[config.mk]
export PLATFORM = sky130hd
export DESIGN_NAME = i2s_sample_tx
export DESIGN_NICKNAME = d
export VERILOG_FILES = /design/src/rtl/i2s_sample_tx.sv
export SDC_FILE = /design/constraint.sdc
export NUM_CORES = 1
export LEC_CHECK = 0
export ABC_AREA = 0
export BUFFER_PORTS_ARGS = -buffer_cell sky130_fd_sc_hd__buf_2
export CAP_MARGIN = 20
export CORE_UTILIZATION = 52
export DETAILED_ROUTE_END_ITERATION = 8
export GPL_TIMING_DRIVEN = 1
export PLACE_DENSITY = 0.75
export SLEW_MARGIN = 40
export SYNTH_ARGS = -nofsm -noshare
export SYNTH_HDL_FRONTEND = slang
export SYNTH_SLANG_ARGS = --single-unit
[constraint.sdc]
create_clock -name Clk -period 14.6 [get_ports Clk]
set_input_delay 2.92 -clock Clk [delete_from_list [all_inputs] [get_ports Clk]]
set_output_delay 2.92 -clock Clk [all_outputs]
set_load 0.005 [all_outputs]
[src/rtl/i2s_sample_tx.sv]
// i2s_sample_tx: stereo I2S serializer with a small sample FIFO, generating MCLK/BCLK/LRCLK.
// Latency: a pair accepted at least one Clk before a frame load has its left MSB on sd at that load.
// Backpressure: in_ready = !full, taken from the registered FIFO level; pops happen only at frame loads.
//
// Ports:
//   Clk, Reset          system clock, asynchronous active-high reset
//   in_valid/in_ready   producer handshake for one stereo pair
//   in_left, in_right   two's-complement samples, SAMPLE_W bits each
//   mclk                Clk/4 codec master clock
//   bclk                bit clock, Clk/(2*BCLK_HALF)
//   lrclk               word select (0 = left, 1 = right)
//   sd                  serial data, MSB first, one BCLK after each LRCLK edge, 32-bit slots
//   underrun            one-Clk pulse when a frame load finds the FIFO empty
//   fifo_level          stereo pairs currently buffered
//
// Build option: define I2S_TX_HOLD_LAST_EN to replay the last popped pair on underrun
// instead of sending silence.

// Generic single-clock FIFO used for the sample buffer.
// Latency: one Clk from push to visibility at head_dat; no bypass of an empty FIFO.
// Backpressure: push_rdy is low while full; pop of an empty FIFO is ignored.
module i2s_sample_fifo #(
  parameter int W     = 32,
  parameter int DEPTH = 8
) (
  input  logic                         clk,
  input  logic                         rst,
  input  logic                         push_vld,
  output logic                         push_rdy,
  input  logic [W-1:0]                 push_dat,
  input  logic                         pop,
  output logic [W-1:0]                 head_dat,
  output logic [$clog2(DEPTH+1)-1:0]   level
);
  localparam int PTR_W = $clog2(DEPTH);
  localparam int LVL_W = $clog2(DEPTH+1);

  logic [W-1:0]     mem_q [DEPTH];
  logic [W-1:0]     mem_d [DEPTH];
  logic [PTR_W-1:0] wr_ptr_q, wr_ptr_d;
  logic [PTR_W-1:0] rd_ptr_q, rd_ptr_d;
  logic [LVL_W-1:0] level_q, level_d;
  logic             do_push;
  logic             do_pop;

  assign push_rdy = (level_q != LVL_W'(DEPTH));
  assign do_push  = push_vld && push_rdy;
  assign do_pop   = pop && (level_q != '0);
  assign head_dat = mem_q[rd_ptr_q];
  assign level    = level_q;

  always_comb begin
    mem_d    = mem_q;
    wr_ptr_d = wr_ptr_q;
    rd_ptr_d = rd_ptr_q;
    level_d  = level_q;
    if (do_push) begin
      mem_d[wr_ptr_q] = push_dat;
      // DEPTH is a power of two, so the pointers wrap naturally.
      wr_ptr_d = wr_ptr_q + PTR_W'(1);
    end
    if (do_pop) begin
      rd_ptr_d = rd_ptr_q + PTR_W'(1);
    end
    case ({do_push, do_pop})
      2'b10:   level_d = level_q + LVL_W'(1);
      2'b01:   level_d = level_q - LVL_W'(1);
      default: level_d = level_q;
    endcase
  end

  always_ff @(posedge clk or posedge rst) begin
    if (rst) begin
      mem_q    <= '{default: '0};
      wr_ptr_q <= '0;
      rd_ptr_q <= '0;
      level_q  <= '0;
    end else begin
      mem_q    <= mem_d;
      wr_ptr_q <= wr_ptr_d;
      rd_ptr_q <= rd_ptr_d;
      level_q  <= level_d;
    end
  end
endmodule

module i2s_sample_tx #(
  parameter int SAMPLE_W   = 16,
  parameter int FIFO_DEPTH = 8,
  parameter int BCLK_HALF  = 8
) (
  input  logic                              Clk,
  input  logic                              Reset,
  input  logic                              in_valid,
  output logic                              in_ready,
  input  logic [SAMPLE_W-1:0]               in_left,
  input  logic [SAMPLE_W-1:0]               in_right,
  output logic                              mclk,
  output logic                              bclk,
  output logic                              lrclk,
  output logic                              sd,
  output logic                              underrun,
  output logic [$clog2(FIFO_DEPTH+1)-1:0]   fifo_level
);
  localparam int              PAIR_W  = 2 * SAMPLE_W;
  localparam int              HC_W    = $clog2(BCLK_HALF);
  localparam logic [HC_W-1:0] HC_LAST = HC_W'(BCLK_HALF - 1);

  // Left-align a sample in a 32-bit slot, zero-padding the LSBs.
  function automatic logic [31:0] pad_slot(input logic [SAMPLE_W-1:0] s);
    logic [31:0] r;
    r = '0;
    r[31 -: SAMPLE_W] = s;
    return r;
  endfunction

  // Clock generation state
  logic [1:0]      mclk_cnt_q, mclk_cnt_d;
  logic [HC_W-1:0] hc_q, hc_d;
  logic            bclk_q, bclk_d;
  // Position within the 64-bit frame; bit 5 is the word select.
  logic [5:0]      bit_cnt_q, bit_cnt_d;
  // Serializer: bit 63 is the bit currently on sd.
  logic [63:0]     frame_q, frame_d;
  logic            underrun_q, underrun_d;

  logic              bclk_tgl;
  logic              bclk_fall;
  logic              frame_load;
  logic              fifo_empty;
  logic              fifo_pop;
  logic [PAIR_W-1:0] head_dat;
  logic [63:0]       head_frame;
  logic [63:0]       starve_frame;

  i2s_sample_fifo #(
    .W     (PAIR_W),
    .DEPTH (FIFO_DEPTH)
  ) u_fifo (
    .clk      (Clk),
    .rst      (Reset),
    .push_vld (in_valid),
    .push_rdy (in_ready),
    .push_dat ({in_left, in_right}),
    .pop      (fifo_pop),
    .head_dat (head_dat),
    .level    (fifo_level)
  );

  assign bclk_tgl   = (hc_q == HC_LAST);
  assign bclk_fall  = bclk_tgl && bclk_q;
  // Loading on the 0->1 advance puts the left MSB on sd one BCLK after lrclk falls.
  assign frame_load = bclk_fall && (bit_cnt_q == 6'd0);
  // Empty is judged from the registered level, so a push in the load cycle is not bypassed.
  assign fifo_empty = (fifo_level == '0);
  assign fifo_pop   = frame_load && !fifo_empty;
  assign head_frame = {pad_slot(head_dat[PAIR_W-1 -: SAMPLE_W]), pad_slot(head_dat[SAMPLE_W-1:0])};

`ifdef I2S_TX_HOLD_LAST_EN
  // Last pair handed to the serializer; replayed when the producer falls behind.
  logic [PAIR_W-1:0] last_q, last_d;

  always_comb begin
    last_d = last_q;
    if (fifo_pop) begin
      last_d = head_dat;
    end
  end

  always_ff @(posedge Clk or posedge Reset) begin
    if (Reset) begin
      last_q <= '0;
    end else begin
      last_q <= last_d;
    end
  end

  assign starve_frame = {pad_slot(last_q[PAIR_W-1 -: SAMPLE_W]), pad_slot(last_q[SAMPLE_W-1:0])};
`else
  assign starve_frame = '0;
`endif

  always_comb begin
    mclk_cnt_d = mclk_cnt_q + 2'd1;
    hc_d       = bclk_tgl ? '0 : hc_q + HC_W'(1);
    bclk_d     = bclk_tgl ? ~bclk_q : bclk_q;
    bit_cnt_d  = bit_cnt_q;
    frame_d    = frame_q;
    underrun_d = 1'b0;
    if (bclk_fall) begin
      bit_cnt_d = bit_cnt_q + 6'd1;
      if (frame_load) begin
        if (fifo_empty) begin
          frame_d    = starve_frame;
          underrun_d = 1'b1;
        end else begin
          frame_d = head_frame;
        end
      end else begin
        frame_d = {frame_q[62:0], 1'b0};
      end
    end
  end

  always_ff @(posedge Clk or posedge Reset) begin
    if (Reset) begin
      mclk_cnt_q <= '0;
      hc_q       <= '0;
      bclk_q     <= 1'b0;
      bit_cnt_q  <= '0;
      frame_q    <= '0;
      underrun_q <= 1'b0;
    end else begin
      mclk_cnt_q <= mclk_cnt_d;
      hc_q       <= hc_d;
      bclk_q     <= bclk_d;
      bit_cnt_q  <= bit_cnt_d;
      frame_q    <= frame_d;
      underrun_q <= underrun_d;
    end
  end

  // All pin outputs come straight from flops, so lrclk and sd change on the bclk falling edge.
  assign mclk     = mclk_cnt_q[1];
  assign bclk     = bclk_q;
  assign lrclk    = bit_cnt_q[5];
  assign sd       = frame_q[63];
  assign underrun = underrun_q;
endmodule

==> impl_metrics.json <==
{
  "synth_area_mm2": 0.0147,
  "io_pins": 45,
  "path_cells": "or4b_4 -> buf_2",
  "synth_top_area_share_pct": 55.8,
  "clock_tree.root_cell": "sky130_fd_sc_hd__clkbuf_16",
  "irDropWorstVdd_mv": 0.128,
  "whs_ns": 0.422,
  "final.setup_skew_ns": 0.0168,
  "antenna_found_initial": 1,
  "grt_pass1_vias": 8818,
  "post_cts_resized": 0,
  "die_area_mm2": 0.0289,
  "diodes": 0,
  "grt_setup_unrepaired": "false",
  "multi_input_area_mm2": 0.00613,
  "post_cts_buffers": 0,
  "sequential_cell_area_in_the_final_layout_mm2": 0.00819,
  "synth.net_count": 1037,
  "critical_path_peak_fanout": 7,
  "timing.critical_path.from_type": "register",
  "simple_logic_cell_fraction_of_the_synthesized_area_pct": 3.95,
  "final_core_utilization_pct": 59.2,
  "setup.worst_path.end_class": "output pin",
  "drt-initial-drc-count": 477,
  "finalCritPeriodShare_pct": 31.5,
  "share_of_cells_above_drive_strength_1_pct": 46.0,
  "detailed_place_hpwl_mm": 15.9,
  "cts_hold_buf": 0,
  "final_critical_path_setup_slack_ns": 10.0,
  "drt-pass1-iter-count": 4,
  "post_synth_adder_cell_area_pct": 0.767,
  "cts_tree": "built",
  "syn_avg_cell_area_um2": 14.8,
  "wl_per_cell_um": 20.1,
  "detailedPlace.worstSlack_ns": 9.49,
  "h-tree-depth": 2,
  "grt_usage_pct": 21.2,
  "critPathRequiredTime_ns": 11.68,
  "post_synth_mux_area_share_pct": 33.1,
  "drt-vias-per-instance": 5.72,
  "final_cell_area_mm2": 0.0164,
  "area_delta_synth_final_pct": 12.1,
  "worstSkewPairLatency_ns": 0.51,
  "yosys_warnings": 0,
  "cts.clk_slew.worst_paths_ns": 0.06,
  "finalSetupViolations": 0,
  "report.final.slew_viol_count": 0,
  "fin_nets": 1070,
  "max_stage_delay_ns": 0.56,
  "drtAntennaViolNets": 0,
  "cpMaxStageDelayCell": "sky130_fd_sc_hd__or4b_4",
  "maxClockFrequency_mhz": 217,
  "core_region_area_mm2": 0.0278,
  "drv_cap": 0,
  "port_buffers": 44,
  "setup_total_negative_slack_ns": 0,
  "power_density_mw_per_mm2": 203,
  "grt_first_pass_wirelength_mm": 47.9,
  "final_hold_vio_count": 0,
  "ws_path_type": "reg -> out",
  "chipWidth_um": 170,
  "fillCellCount": 2175,
  "die-height_um": 170,
  "routed_wirelength_mm": 28.7,
  "timing.final.crit_period_ns": 4.60,
  "layout.cells.most_common": "sky130_fd_sc_hd__dfrtp_1",
  "synth-seq-area-share_pct": 55.8,
  "sinks_on_the_clock_net": 327,
  "cp.arrival_ns": 1.68,
  "remaining_design_rule_violation_count": 0,
  "synth_xor_xnor_area_share_pct": 0.955,
  "synthesized_area_fraction_occupied_by_ao_oa_aoi_and_oai_cells_pct": 2.92,
  "cell_taking_the_most_area_after_synthesis": "sky130_fd_sc_hd__dfrtp_1",
  "p_leak_nw": 7.17,
  "max-clock-path-buffers": 3,
  "synthesized_instance_count": 993,
  "maximum_number_of_pins_on_one_net_before_global_route_repair": 109,
  "routed_vias": 8177,
  "place_congestion": 0.711,
  "most-common-layout-cells": "sky130_fd_sc_hd__dfrtp_1 (324), sky130_fd_sc_hd__mux2_2 (250), sky130_fd_sc_hd__nand2_1 (72)",
  "ys_seq_elements": 327,
  "global_route.overflow_total": 0,
  "netlist-cell-type-count": 33,
  "max_slew_margin_pct": 46.1,
  "timing.hold.worst.class": "reg -> reg",
  "outcome": "completed",
  "floorplan.initialDensity_pct": 52.8,
  "clock_buffers_created_by_tritoncts": 36,
  "postPlaceCellArea_mm2": 0.0152,
  "num_rows": 61,
  "post_synth_main_area_contributors": "sky130_fd_sc_hd__dfrtp_1 (56%), sky130_fd_sc_hd__mux2_2 (19%), sky130_fd_sc_hd__mux4_2 (9.8%), sky130_fd_sc_hd__mux2_4 (4.1%), sky130_fd_sc_hd__nand2_1 (1.8%)",
  "main_combinational_cell_family_by_area_after_synthesis": "multiplexers",
  "tightestPinTransition_ns": 0.809
}
## worst max-delay path, delay by kind of cell (launching register included)
family,cells,cell delay (ns)
buffers and inverters,1,0.14
flip-flops,1,0.46
AND/OR/NAND/NOR,1,0.56
## kinds of logic (layout without fill, tap and decap cells)
group / count (synthesis) / after routing
buffers and inverters: 73 / 132
DFF: 327 / 327
xor gates and xnor gates: 16 / 16
muxes: 354 / 354
adders and majority gates: 9 / 9
and+or+nand+nor: 130 / 130
AOI/OAI and AO/OA: 84 / 84
## synthesized netlist by cell type (all sizes together)
| library cell | n |
|---|---|
| and2 | 3 |
| xor2 | 7 |
| mux2 | 290 |
| nand2 | 72 |
| and3 | 2 |
| nor2 | 34 |
| nand4b | 3 |
| or3 | 1 |
| mux4 | 64 |
| nand4 | 3 |
| or4b | 3 |
| buf | 41 |
| a22o | 1 |
| nand3 | 2 |
| clkbuf | 27 |
| dfrtp | 327 |
| nand3b | 1 |
| o21ai | 32 |
| inv | 5 |
| a31oi | 1 |
| a21oi | 49 |
| o32ai | 1 |
| xnor2 | 9 |
| nor2b | 3 |
| and4b | 1 |
| nor4 | 2 |
| ha | 9 |
## path summary, 6_finish.rpt
path	start	slack [ns]	to	cells after the start
worst max-delay path	u_fifo.level[2]$_DFFE_PP0P_	10.0	in_ready	2
worst min-delay path	hc_q[0]$_DFF_PP0_	0.42	hc_q[0]$_DFF_PP0_	1
worst max register to register	hc_q[0]$_DFF_PP0_	11.33	u_fifo.level[2]$_DFFE_PP0P_	12
worst min register to register	hc_q[0]$_DFF_PP0_	0.42	hc_q[0]$_DFF_PP0_	1
max in group asynchronous	Reset	10.51	u_fifo.rd_ptr_q[2]$_DFFE_PP0P_	4
min in group asynchronous	Reset	2.37	u_fifo.mem_q[220]$_DFFE_PP0P_	2
## per-layer routing
metal | vias to the layer above | wire, µm | global-route usage, %
li1 | 3665 | - | -
met1 | 4346 | 13300 | 30.3
met2 | 126 | 13900 | 34.2
met3 | 38 | 1050 | 3.53
met4 | 2 | 409 | 4.86
met5 | - | 13 | 0
## per-stage QoR
stage	instances	total power (W)
5_1_grt	1430	0.00352
3_5_place_dp	1364	0.00243
2_1_floorplan	993	0.00223
3_3_place_gp	1363	0.00238
4_1_cts	1428	0.00337
6_report	1430	0.00334
## layout make-up
cell class	instances	share of cell area, %
flip-flops and latches	327	49.8
inverters	5	0.175
repair buffers	63	2.40
multi-input cells	593	37.3
clock inverters	7	0.609
clock buffers	57	6.83
well taps	378	2.88
## sequential cells by signal, summed over array words and instances (netlist names)
signal / flops
bclk: 1
bit_cnt_q: 6
u_fifo.mem_q: 256
underrun: 1
u_fifo.rd_ptr_q: 3
u_fifo.wr_ptr_q: 3
hc_q: 3
frame_q: 48
u_fifo.level: 4
mclk_cnt_q: 2
## report_power, final
part           switching [W]  total, W  leakage (nW)  internal [W]
combinational       0.000288  0.000874          2.59      0.000586
sequential          0.000230   0.00155          3.97       0.00132
clock               0.000353  0.000916         0.602      0.000563
total               0.000871   0.00334          7.17       0.00247
Power figures use the tool's default switching activity.
